==> src/rtl/fault_campaign_ctrl.sv <==
// Fault-injection campaign sequencer: golden run, then one MISR-compressed run per fault ID,
// streaming one detect/signature record per fault over valid/ready.
module fault_campaign_ctrl #(
    parameter int unsigned IN_W    = 24,
    parameter int unsigned OUT_W   = 25,
    parameter int unsigned FID_W   = 16,
    parameter int unsigned STEPS   = 128,
    parameter int unsigned PER_HI  = 2,
    parameter int unsigned PER_MID = 32,
    parameter int unsigned PER_LO  = 64,
    parameter int unsigned SETTLE  = 1
) (
    input  logic             clk,
    input  logic             rst_n,
    input  logic             start_i,
    input  logic             abort_i,
    input  logic [FID_W-1:0] fid_start_i,
    input  logic [FID_W-1:0] fid_end_i,
    output logic [FID_W-1:0] fault_id_o,
    output logic [IN_W-1:0]  stim_o,
    input  logic [OUT_W-1:0] dut_out_i,
    output logic             res_valid_o,
    input  logic             res_ready_i,
    output logic [FID_W-1:0] res_fid_o,
    output logic             res_det_o,
    output logic [OUT_W-1:0] res_sig_o,
    output logic [OUT_W-1:0] golden_sig_o,
    output logic [FID_W-1:0] det_cnt_o,
    output logic             busy_o,
    output logic             done_o
);

    localparam int unsigned GW = IN_W / 3;
    localparam int unsigned SW = $clog2(STEPS + 1);
    localparam int unsigned CW = (SETTLE > 0) ? $clog2(SETTLE + 1) : 1;
    localparam logic [FID_W-1:0] NO_FAULT = '1;

    typedef enum logic [2:0] {S_IDLE, S_INIT, S_RUN, S_EMIT, S_DONE} state_t;

    state_t           state;
    logic [FID_W-1:0] fid_start_q;
    logic [FID_W-1:0] fid_end_q;
    logic             golden_q;
    logic [SW-1:0]    step_q;
    logic [CW-1:0]    sub_q;
    logic [OUT_W-1:0] sig_q;

    logic [OUT_W-1:0] sig_next_c;
    logic [SW-1:0]    step_inc_c;
    logic [SW-1:0]    gray_c;
    logic [IN_W-1:0]  stim_next_c;
    logic [FID_W-1:0] fid_next_c;
    logic             last_sub_c;
    logic             last_step_c;

    // MISR update, next-step stimulus (groups reload only on multiples of their period)
    always_comb begin
        sig_next_c  = {sig_q[OUT_W-2:0], sig_q[OUT_W-1]} ^ dut_out_i;
        step_inc_c  = step_q + SW'(1);
        gray_c      = step_inc_c ^ (step_inc_c >> 1);
        stim_next_c = stim_o;
        if ((32'(step_inc_c) % PER_HI) == 32'd0)
            stim_next_c[GW-1:0] = GW'(gray_c);
        if ((32'(step_inc_c) % PER_MID) == 32'd0)
            stim_next_c[2*GW-1:GW] = GW'(gray_c);
        if ((32'(step_inc_c) % PER_LO) == 32'd0)
            stim_next_c[3*GW-1:2*GW] = GW'(gray_c);
        fid_next_c  = golden_q ? fid_start_q : fault_id_o + FID_W'(1);
        last_sub_c  = (sub_q == CW'(SETTLE));
        last_step_c = (step_q == SW'(STEPS - 1));
    end

    always_ff @(posedge clk) begin
        if (!rst_n || abort_i) begin
            state        <= S_IDLE;
            fault_id_o   <= NO_FAULT;
            stim_o       <= '0;
            res_valid_o  <= 1'b0;
            res_fid_o    <= '0;
            res_det_o    <= 1'b0;
            res_sig_o    <= '0;
            golden_sig_o <= '0;
            det_cnt_o    <= '0;
            busy_o       <= 1'b0;
            done_o       <= 1'b0;
            fid_start_q  <= '0;
            fid_end_q    <= '0;
            golden_q     <= 1'b0;
            step_q       <= '0;
            sub_q        <= '0;
            sig_q        <= '0;
        end else begin
            case (state)
                S_IDLE, S_DONE: begin
                    if (start_i) begin
                        fid_start_q <= fid_start_i;
                        fid_end_q   <= fid_end_i;
                        fault_id_o  <= NO_FAULT;
                        det_cnt_o   <= '0;
                        golden_q    <= 1'b1;
                        stim_o      <= '0;
                        busy_o      <= 1'b1;
                        done_o      <= 1'b0;
                        state       <= S_INIT;
                    end
                end
                S_INIT: begin
                    step_q <= '0;
                    sub_q  <= '0;
                    sig_q  <= '0;
                    stim_o <= '0;
                    state  <= S_RUN;
                end
                S_RUN: begin
                    if (last_sub_c) begin
                        sig_q <= sig_next_c;
                        sub_q <= '0;
                        if (last_step_c) begin
                            state <= S_EMIT;
                            if (golden_q) begin
                                golden_sig_o <= sig_next_c;
                            end else begin
                                res_valid_o <= 1'b1;
                                res_fid_o   <= fault_id_o;
                                res_det_o   <= (sig_next_c != golden_sig_o);
                                res_sig_o   <= sig_next_c;
                            end
                        end else begin
                            step_q <= step_inc_c;
                            stim_o <= stim_next_c;
                        end
                    end else begin
                        sub_q <= sub_q + CW'(1);
                    end
                end
                S_EMIT: begin
                    // golden EMIT is a single cycle; fault EMIT waits for the handshake
                    if (golden_q || res_ready_i) begin
                        if (!golden_q) begin
                            res_valid_o <= 1'b0;
                            if (res_det_o && (det_cnt_o != '1))
                                det_cnt_o <= det_cnt_o + FID_W'(1);
                        end
                        golden_q <= 1'b0;
                        if (fid_next_c < fid_end_q) begin
                            fault_id_o <= fid_next_c;
                            stim_o     <= '0;
                            state      <= S_INIT;
                        end else begin
                            fault_id_o <= NO_FAULT;
                            busy_o     <= 1'b0;
                            done_o     <= 1'b1;
                            state      <= S_DONE;
                        end
                    end
                end
                default: state <= S_IDLE;
            endcase
        end
    end

endmodule

==> config.mk <==
export PLATFORM = sky130hd
export DESIGN_NAME = fault_campaign_ctrl
export DESIGN_NICKNAME = d
export VERILOG_FILES = /design/src/rtl/fault_campaign_ctrl.sv
export SDC_FILE = /design/constraint.sdc
export NUM_CORES = 1
export LEC_CHECK = 0
export ABC_CLOCK_PERIOD_IN_PS = 4000
export CORE_ASPECT_RATIO = 2
export CORE_MARGIN = 2
export CORE_UTILIZATION = 25
export CTS_CLUSTER_DIAMETER = 80
export CTS_CLUSTER_SIZE = 10
export DETAILED_ROUTE_END_ITERATION = 7
export GPL_ROUTABILITY_DRIVEN = 0
export PLACE_DENSITY_LB_ADDON = 0.05
export SLEW_MARGIN = 20
export SYNTH_ARGS = -nofsm -noshare
export SYNTH_HDL_FRONTEND = slang
export SYNTH_SLANG_ARGS = --single-unit
==> constraint.sdc <==
create_clock -name clk -period 4 [get_ports clk]
set_input_delay 0.4 -clock clk [delete_from_list [all_inputs] [get_ports clk]]
set_output_delay 0.4 -clock clk [all_outputs]
set_load 0.05 [all_outputs]
==> flow_summary_export.csv <==
group,metric,value,unit
clocking,numClockSinks,196,
finish,layout.cells.non_filler,1698,
finish,fin_nets,1317,
finish,syn2layout_area_growth,32.37,%
global_routing,grt_overflow,0,
yosys,seq_area_frac_synth,43.70,%
detailed_routing,num_vias,7763,
yosys,yosys_warnings,0,
sta,hold_viol,0,
clocking,cts.hold.buffers_added,0,
setup_path,crit_slowest_cell,"dfxtp_1",
finish,fin_util,33.42,%
floorplanning,num_io_pins,188,
setup_path,cp_max_fo,7,
yosys,synth.most_common_cell,"dfxtp_1",
finish,drive_gt1_share,7.612,%
floorplanning,start_util,25.25,%
finish,antenna_cells_inserted,0,
clocking,cts_tree,"built",
setup_path,worst-endpoint-required,4.34,ns
placed_design,dpl.cell_count,1666,
detailed_routing,drt_iter0_markers,254,
setup_path,end_kind,"flip-flop",
power,vdd_ir_drop_max,0.0003161,V
sta,tightest_slew,1.008,ns
setup_path,slowest_delay,0.47,ns
detailed_routing,routed_wl,30.54,mm
placed_design,io_buffers,187,
sta,clock_skew,0.01187,ns
yosys,synth_edf_count,0,
clocking,root_buffer,"clkbuf_16",
floorplanning,die_h,272.0,µm
floorplanning,coreArea,35560,µm²
detailed_routing,drc_errors,0,
setup_path,worstPathCellList,"nand3_1 -> nor4_1 -> xnor2_1 -> o21ai_0 -> ha_1 -> nand4_1 -> nor3_1 -> nand3_1 -> o211ai_4 -> o21ai_0 -> a31o_2",
yosys,ys_async_sr_fraction,0,%
global_routing,grt_antenna_before_repair,1,
clocking,post_cts_buffers,0,
global_routing,grt_pass1_vias,7848,
yosys,ys_types,69,
global_routing,grt.total_usage,16.18,%
setup_path,worstSetupPathType,"flip-flop to flip-flop",
clocking,cts_inserted_buffers,17,
clocking,clk_path_buf_depth,2,
floorplanning,dieArea,37540,µm²
placed_design,place_hpwl,23.22,mm
sta,fmax,273.0,MHz
yosys,synth_area_leader_cell,"dfxtp_1",
global_routing,grt_pass1_wl,46.98,mm
power,power_leakage,4.025,nW
detailed_routing,wl_per_cell,17.99,µm
clocking,htreeDepth,4,
power,power_per_cell_area,374.0,nW/µm²
clocking,worstSkewPairLatency,0.44,ns
setup_path,crit_arrival,4.00,ns
sta,fin_crit,3.663,ns
detailed_routing,ant_nets,0,
sta,finalSetupViolations,0,
min_path,hold_path.class,"flip-flop to flip-flop",
clocking,path_clk_slew,0.07,ns
yosys,yosysTopAreaCellShare,43.70,%
detailed_routing,vias_per_cell,4.572,
yosys,syn_nets,1153,
yosys,synth.area.top_cells,"dfxtp_1 (44%), nand2_1 (7.9%), nor2_1 (5.7%), a21oi_1 (4.9%), xnor2_1 (4.9%)",
yosys,synth_common_cells,"dfxtp_1 (196), nand2_1 (190), nor2_1 (136)",
sta,rsz0062_at_grt,"false",
global_routing,grt_max_degree,71,
run_status,status,"complete, no violations",
floorplanning,die_w,138.0,µm
yosys,synth-seq-cells,196,
detailed_routing,dr.pass1.iters,5,
run,cap_violations,0,
yosys,syn_area,8979,µm²
sta,report.final.slew_viol_count,0,
sta,finalCritPeriodShare,91.57,%
floorplanning,rows,98,
sta,max-slew-margin-rel,32.57,%
yosys,synth_flop_cell,"dfxtp_1",
finish,fillers,3787,
setup_path,critPathLaunchType,"flip-flop",
yosys,synth_area_per_cell,8.383,µm²
yosys,syn_inst,1071,
sta,fin_setup_tns,0,ns
## report_power, final
group          leakage (nW)  internal [mW]  switching (mW)
Combinational          2.16          0.277           0.403
Clock                 0.283          0.956           0.805
Sequential             1.58           1.97          0.0320
Total                  4.02           3.20            1.24
## what timing repair did
item                                   CTS  global route
endpoints found under the hold margin    0             0
setup endpoints to repair                0            34
gates resized for setup                  0             1
## metrics by stage
| stage | worst slack, ns | instance area [µm²] | total power, mW | hold slack, ns |
|---|---|---|---|---|
| 3_5_place_dp | 0.2295 | 11290 | 2.732 | 0.4477 |
| 2_1_floorplan | 0.5772 | 8979 | 2.478 | 0.4329 |
| 6_report | 0.3372 | 11890 | 4.445 | 0.4542 |
| 3_3_place_gp | 0.2078 | 11290 | 2.735 | 0.4405 |
| 4_1_cts | 0.2007 | 11880 | 4.524 | 0.4576 |
| 5_1_grt | 0.01703 | 11890 | 4.672 | 0.4659 |
## per-layer routing
layer | GRT usage, % | wire length (µm)
met3 | 3.094 | 905
met1 | 16.07 | 11280
met4 | 5.908 | 777
met5 | 0 | 13
met2 | 32.65 | 17560
## cell families after synthesis
group	synth area share, %
buf+inv	4.515
fa+ha+maj	2.787
mux	2.578
flops	43.70
compound gates	16.14
simple gates	21.80
xor+xnor	8.487
## worst paths after layout
path | from | to | slack (ns) | depth (start not counted)
setup / recovery | fault_id_o[0] | state[0] | 0.34 | 11
hold reg to reg | res_fid_o[7] | res_fid_o[7] | 0.45 | 2
hold / removal | res_fid_o[7] | res_fid_o[7] | 0.45 | 2
setup reg to reg | fault_id_o[0] | state[0] | 0.34 | 11
## critical path, delay by kind of cell (launching register included)
| family | cells | cell delay (ns) |
|---|---|---|
| and+or+nand+nor | 5 | 1.58 |
| xor gates and xnor gates | 1 | 0.17 |
| AOI/OAI and AO/OA | 4 | 0.96 |
| DFF | 1 | 0.47 |
| adders and majority gates | 1 | 0.37 |
## cell usage in the layout, fill, tap and decap left out, drive strengths merged, types with 2 or more instances in the layout
cell type,synthesis,routed
dfxtp,196,196
nand2,190,190
clkdlybuf4s50,0,187
nor2,137,137
a21oi,91,91
xnor2,50,50
a211oi,44,44
o21ai,43,43
xor2,37,37
nand3,36,36
inv,23,25
buf,30,23
mux2i,22,22
ha,20,20
clkbuf,35,20
nor3,14,14
nand4,10,10
and3,10,10
a22oi,8,8
and2,8,8
nor4,7,7
nor2b,6,6
o2111ai,5,5
and4,5,5
clkinv,0,5
o211ai,4,4
nand2b,4,4
a2111o,3,3
or3,3,3
clkinvlp,0,3
nor3b,3,3
or2,3,3
a221oi,2,2
a21o,2,2
nand3b,2,2
and4b,2,2
bufinv,0,2
a311oi,2,2
a31oi,2,2
## state kept, by name, summed over array words and instances, names as in the netlist, 3 cells and up
name          cells
golden_sig_o     25
res_sig_o        25
sig_q            25
stim_o           24
det_cnt_o        16
fault_id_o       16
fid_end_q        16
fid_start_q      16
res_fid_o        16
step_q            8
state             3
## area by class of cell
type | count | area [µm²] | share of cell area (%)
Inverter | 23 | 86.33 | 0.7264
Timing Repair Buffer | 210 | 2057 | 17.31
Multi-Input combinational cell | 787 | 4669 | 39.29
Clock buffer | 20 | 456.7 | 3.843
Sequential cell | 196 | 3924 | 33.01
Clock inverter | 12 | 128.9 | 1.084
Tap cell | 450 | 563.0 | 4.737
Power figures use the tool's default switching activity.
==> edit 1: new RTL, same settings <==
Set the parameter `STEPS` to 256 (it was 128).
--- a/src/rtl/fault_campaign_ctrl.sv
+++ b/src/rtl/fault_campaign_ctrl.sv
@@ -5,5 +5,5 @@
     parameter int unsigned OUT_W   = 25,
     parameter int unsigned FID_W   = 16,
-    parameter int unsigned STEPS   = 128,
+    parameter int unsigned STEPS   = 256,
     parameter int unsigned PER_HI  = 2,
     parameter int unsigned PER_MID = 32,
Formal check against the unedited RTL: no difference found for any inputs over 4 cycles, from zero or initial values; that may be too few to reach the edited logic, so the function may still have changed.
==> edit 1 against the unedited design <==
Wire length rose by 1.2%. Synthesized area is 0.29% higher. Total power increased by 1.1%. Non-clock buffer count shrank 8. Highest routed layer unchanged. Setup slack improved by 0.22 ns. Design area increased by 0.18%. Sequential share of layout area rose by 0.11 points. Sequential cell count is 1 higher.
==> edit 1: results (changes against the unedited design) <==
| Metric | Value |
|---|---|
| Wire length on met1 | `11,900 um (+5.3%)` |
| First-pass GRT wire length | `48,200 um (+2.7%)` |
| Outcome | `complete, no violations` |
| Top cells by area, synth | `dfxtp_1, nand2_1, xnor2_1` |
| Post-DP Area | `11,300 sq um (+0.24%)` |
| Area taken by multi-input logic gates | `4730 sq um (+1.3%)` |
| Avg Inst Size Synth | `8.49 sq um (+1.2%)` |
| Crit path DAT | `3.82 ns (-0.18 ns)` |
| Synth Register Bits | `197 (+0.51%)` |
| WL met3 | `1360 um (+50%)` |
| Initial DRC count | `219 (-14%)` |
| Internal power | `0.00315 W (-1.7%)` |
| Post-synthesis sequential area ratio | `0.438 (+0.000948)` |
| Buffers excl. clock | `202 (-3.8%)` |
| Nets | `1,300 (-1.3%)` |
| GRT Overall Usage | `0.166 (+0.00430)` |
| Multi-input comb cells | `780 (-0.89%)` |
| Inverters | `19 (-17%)` |
| ClkCell Share | `0.0494 (+0.000122)` |
| Met1 usage | `0.176 (+0.0157)` |
| Routed Wire Length | `30,900 um (+1.2%)` |
| Max stage delay on crit path | `0.51 ns (+0.04 ns)` |
| Vias in the first global route | `7,926 (+0.99%)` |
| Met2 GRT Util | `0.322 (-0.00430)` |
| Worst vdd ir | `0.000300 V (-5.2%)` |
| Fillers | `3,748 (-1.0%)` |
==> edit 1: power groups by stage <==
stage	sequential, W	clock [W]	combinational (W)
after CTS	0.00201	0.00186	0.000710
after floorplan	0.00208	0	0.000440
after global placement	0.00206	0	0.000706
final	0.00201	0.00179	0.000694
after detailed placement	0.00206	0	0.000707
after global routing	0.00202	0.00193	0.000774
==> edit 1: final timing paths <==
check	startpoint	to	slack, ns	cells past startpoint
worst max-delay path	fault_id_o[2]$_SDFFE_PP1P_	stim_o[7]$_SDFFE_PP0P_	0.56	11
worst min register to register	res_fid_o[12]$_SDFFE_PP0P_	res_fid_o[12]$_SDFFE_PP0P_	0.46	2
worst min-delay path	res_fid_o[12]$_SDFFE_PP0P_	res_fid_o[12]$_SDFFE_PP0P_	0.46	2
worst max register to register	fault_id_o[2]$_SDFFE_PP1P_	stim_o[7]$_SDFFE_PP0P_	0.56	11
==> edit 1: cell families (layout without fill, tap and decap cells) <==
| logic type | after synthesis | after routing | share of synthesized area |
|---|---|---|---|
| compound gates | 203 | 203 | 0.150 |
| xor+xnor | 110 | 110 | 0.107 |
| buf+inv | 84 | 253 | 0.0389 |
| mux | 29 | 29 | 0.0324 |
| simple gates | 417 | 417 | 0.205 |
| flops | 197 | 197 | 0.438 |
| fa+ha+maj | 21 | 21 | 0.0292 |
==> edit 1: per-stage QoR <==
step | total power, W | utilization | hold WS (ns)
CTS | 0.00459 | 0.334 | 0.460
detailed placement | 0.00277 | 0.317 | 0.448
finish | 0.00449 | 0.334 | 0.455
floorplan | 0.00252 | - | 0.433
global placement | 0.00276 | 0.317 | 0.444
global route | 0.00472 | 0.334 | 0.483
==> edit 2: new RTL, same flow settings <==
Made on the original files. Put one more register stage on the output `fault_id_o`. The value now appears one clock later. The other outputs are not delayed to match.
--- a/src/rtl/fault_campaign_ctrl.sv
+++ b/src/rtl/fault_campaign_ctrl.sv
@@ -38,4 +38,6 @@
     typedef enum logic [2:0] {S_IDLE, S_INIT, S_RUN, S_EMIT, S_DONE} state_t;
 
+    logic [FID_W-1:0] fault_id_s0;
+
     state_t           state;
     logic [FID_W-1:0] fid_start_q;
@@ -66,5 +68,5 @@
         if ((32'(step_inc_c) % PER_LO) == 32'd0)
             stim_next_c[3*GW-1:2*GW] = GW'(gray_c);
-        fid_next_c  = golden_q ? fid_start_q : fault_id_o + FID_W'(1);
+        fid_next_c  = golden_q ? fid_start_q : fault_id_s0 + FID_W'(1);
         last_sub_c  = (sub_q == CW'(SETTLE));
         last_step_c = (step_q == SW'(STEPS - 1));
@@ -74,5 +76,5 @@
         if (!rst_n || abort_i) begin
             state        <= S_IDLE;
-            fault_id_o   <= NO_FAULT;
+            fault_id_s0  <= NO_FAULT;
             stim_o       <= '0;
             res_valid_o  <= 1'b0;
@@ -96,5 +98,5 @@
                         fid_start_q <= fid_start_i;
                         fid_end_q   <= fid_end_i;
-                        fault_id_o  <= NO_FAULT;
+                        fault_id_s0 <= NO_FAULT;
                         det_cnt_o   <= '0;
                         golden_q    <= 1'b1;
@@ -122,5 +124,5 @@
                             end else begin
                                 res_valid_o <= 1'b1;
-                                res_fid_o   <= fault_id_o;
+                                res_fid_o   <= fault_id_s0;
                                 res_det_o   <= (sig_next_c != golden_sig_o);
                                 res_sig_o   <= sig_next_c;
@@ -144,9 +146,9 @@
                         golden_q <= 1'b0;
                         if (fid_next_c < fid_end_q) begin
-                            fault_id_o <= fid_next_c;
+                            fault_id_s0 <= fid_next_c;
                             stim_o     <= '0;
                             state      <= S_INIT;
                         end else begin
-                            fault_id_o <= NO_FAULT;
+                            fault_id_s0 <= NO_FAULT;
                             busy_o     <= 1'b0;
                             done_o     <= 1'b1;
@@ -160,4 +162,8 @@
     end
 
+    always_ff @(posedge clk) begin
+        fault_id_o <= fault_id_s0;
+    end
+
 endmodule
 
Formal check against the unedited RTL: not equivalent (a bounded check fails within 4 cycles, from zero or initial values).
==> edit 2 against the unedited design <==
Sequential cell count is 16 higher. Wire length is 9.0% lower. Setup slack better by 0.089 ns. Critical path depth is 1 higher. Design area is 1.4% higher. Total power is 9.3% higher. Global-route usage is 1.8 points lower. Synthesized cell count is 0.65% lower. Synthesized area is 1.5% higher. Non-clock buffer count is 10 lower. Largest cell class unchanged. Largest power group unchanged.
==> edit 2: results (changes against the unedited design) <==
| Metric | Value |
|---|---|
| Outcome | `complete, no violations` |
| GRT Overall Usage | `0.143 (-0.0184)` |
| Worst-case clock buffer depth | `3 (+1)` |
| Hold crit path type | `flip-flop to flip-flop` |
| H-tree depth | `1 (-3)` |
| Syn Nets | `1,146 (-0.61%)` |
| Inserted Diodes | `0 (unchanged)` |
| M3 GR Usage | `0.0194 (-0.0116)` |
| Place WS | `0.318 ns (+0.0888 ns)` |
| Clk_lat worst skew | `0.54 ns (+0.10 ns)` |
| Worst-path fanout max | `8 (+1)` |
| Post-DP Area | `11,400 sq um (+1.1%)` |
| Netlist cell types | `63 (-8.7%)` |
| Crit Reg-Reg Endpoint | `stim_o[4]$_SDFFE_PP0P_` |
| # resized after CTS | `0 (unchanged)` |
| Largest net degree at the start of global routing | `140 (+97%)` |
| Worst-margin pin slew | `0.969 ns (-0.0389 ns)` |
| Ratio of cells with drive above 1 in the final layout | `0.0546 (-0.0215)` |
| CP startpoint | `fault_id_s0[5]$_SDFFE_PP1P_` |
| Initial DRC count | `272 (+7.1%)` |
| Drt via density | `4.59 (+0.39%)` |
| Crit path DAT | `4.02 ns (+0.02 ns)` |
| Post-CTS Repair Setup Buffers | `0 (unchanged)` |
| Non-Filler Instances | `1,681 (-1.0%)` |
| Post-synthesis sequential area ratio | `0.466 (+0.0286)` |
| Post-synth ARST share | `0 (unchanged)` |
| First-pass GRT wire length | `44,100 um (-6.1%)` |
| Wire per inst | `16.5 um (-8.1%)` |
| Max stage delay on crit path | `0.53 ns (+0.06 ns)` |
| Met2 GRT Util | `0.228 (-0.0982)` |
| Hold path startpoint | `fault_id_s0[15]$_SDFFE_PP1P_` |
| Root buffer cell | `clkbuf_16` |
| Clk slew on worst S/H paths | `0.06 ns` |
| Worst path slowest cell | `a211oi_4` |
| Avg Inst Size Synth | `8.57 sq um (+2.2%)` |
| Hold WS | `0.429 ns (-0.0249 ns)` |
| Hold-critical path endpoint | `fault_id_o[15]$_DFF_P_` |
| PortBufs | `187 (unchanged)` |
| Crit-path leading delay family | `compound AO/OA/AOI/OAI gates` |
| Most frequent cells after synthesis | `dfxtp_1, nand2_1, nor2_1, a21oi_1, xnor2_1` |
| Leakage power | `4.14 nW (+2.9%)` |
| Detailed placement HPWL | `19,100 um (-18%)` |
| Top cells by area, synth | `dfxtp_1, nand2_1, nor2_1` |
| Sw frac | `0.274 (-0.00541)` |
| Nets | `1,310 (-0.53%)` |
| Hold Path Cell Cnt | `0 (-2)` |
| Drt pass-1 iters | `6 (+1)` |
| Register-to-Register Path Depth | `12 (+1)` |
| Initial antenna violation count | `0 (-1)` |
| CTS buffer count | `25 (+8)` |
| Worst vdd ir | `0.000308 V (-2.5%)` |
| Vias in the first global route | `7,667 (-2.3%)` |
| Met1 usage | `0.201 (+0.0406)` |
| Clk_skew | `0.0323 ns (+0.0204 ns)` |
| Yosys top cell area share | `0.466 (+0.0286)` |
-- edit 2: cell count changes after synthesis, moves of 11 or more --
cell      unedited run  this run
dfxtp_1            196       212
nand2_1            190       179
a211oi_2            18         0
o21ai_0             36        19
a211oi_1            26        51
clkbuf_1            35        47
-- edit 2: worst max path at each step --
stage,end,slack [ns],depth (start not counted)
2_1_floorplan,fault_id_s0[9]$_SDFFE_PP1P_,0.85,14
3_3_place_gp,stim_o[5]$_SDFFE_PP0P_,0.42,12
3_5_place_dp,stim_o[2]$_SDFFE_PP0P_,0.32,12
4_1_cts,stim_o[4]$_SDFFE_PP0P_,0.32,12
5_1_grt,stim_o[8]$_SDFFE_PP0P_,0.02,12
6_report,stim_o[4]$_SDFFE_PP0P_,0.43,12
-- edit 2: cells by family after synthesis --
logic type	count (synthesis)	synth area share
and+or+nand+nor	430	0.211
buffers and inverters	85	0.0388
xor gates and xnor gates	88	0.0846
AOI/OAI and AO/OA	202	0.143
DFF	212	0.466
adders and majority gates	20	0.0275
muxes	27	0.0299
-- edit 2: final cells by class --
type                    instances  area (sq um)
inverters                      22          82.6
repair buffers                200          1980
well taps                     454           568
multi-input cells             767          4540
flip-flops and latches        212          4240
clock inverters                 1          8.76
fillers                      3845         24100
clock buffers                  25           626
-- edit 2: per-layer routing --
layer	up-vias	part of all wire
met5	-	0
met4	0	0.023
met3	37	0.039
met2	175	0.45
met1	3581	0.48
li1	3922	-
-- edit 2: power groups by stage --
stage,registers (W),clock network (W),logic (W)
after floorplan,0.00225,0,0.000449
after global placement,0.00223,0,0.000712
after detailed placement,0.00223,0,0.000713
after CTS,0.00218,0.00207,0.000718
after global routing,0.00218,0.00213,0.000797
final,0.00218,0.00197,0.000708
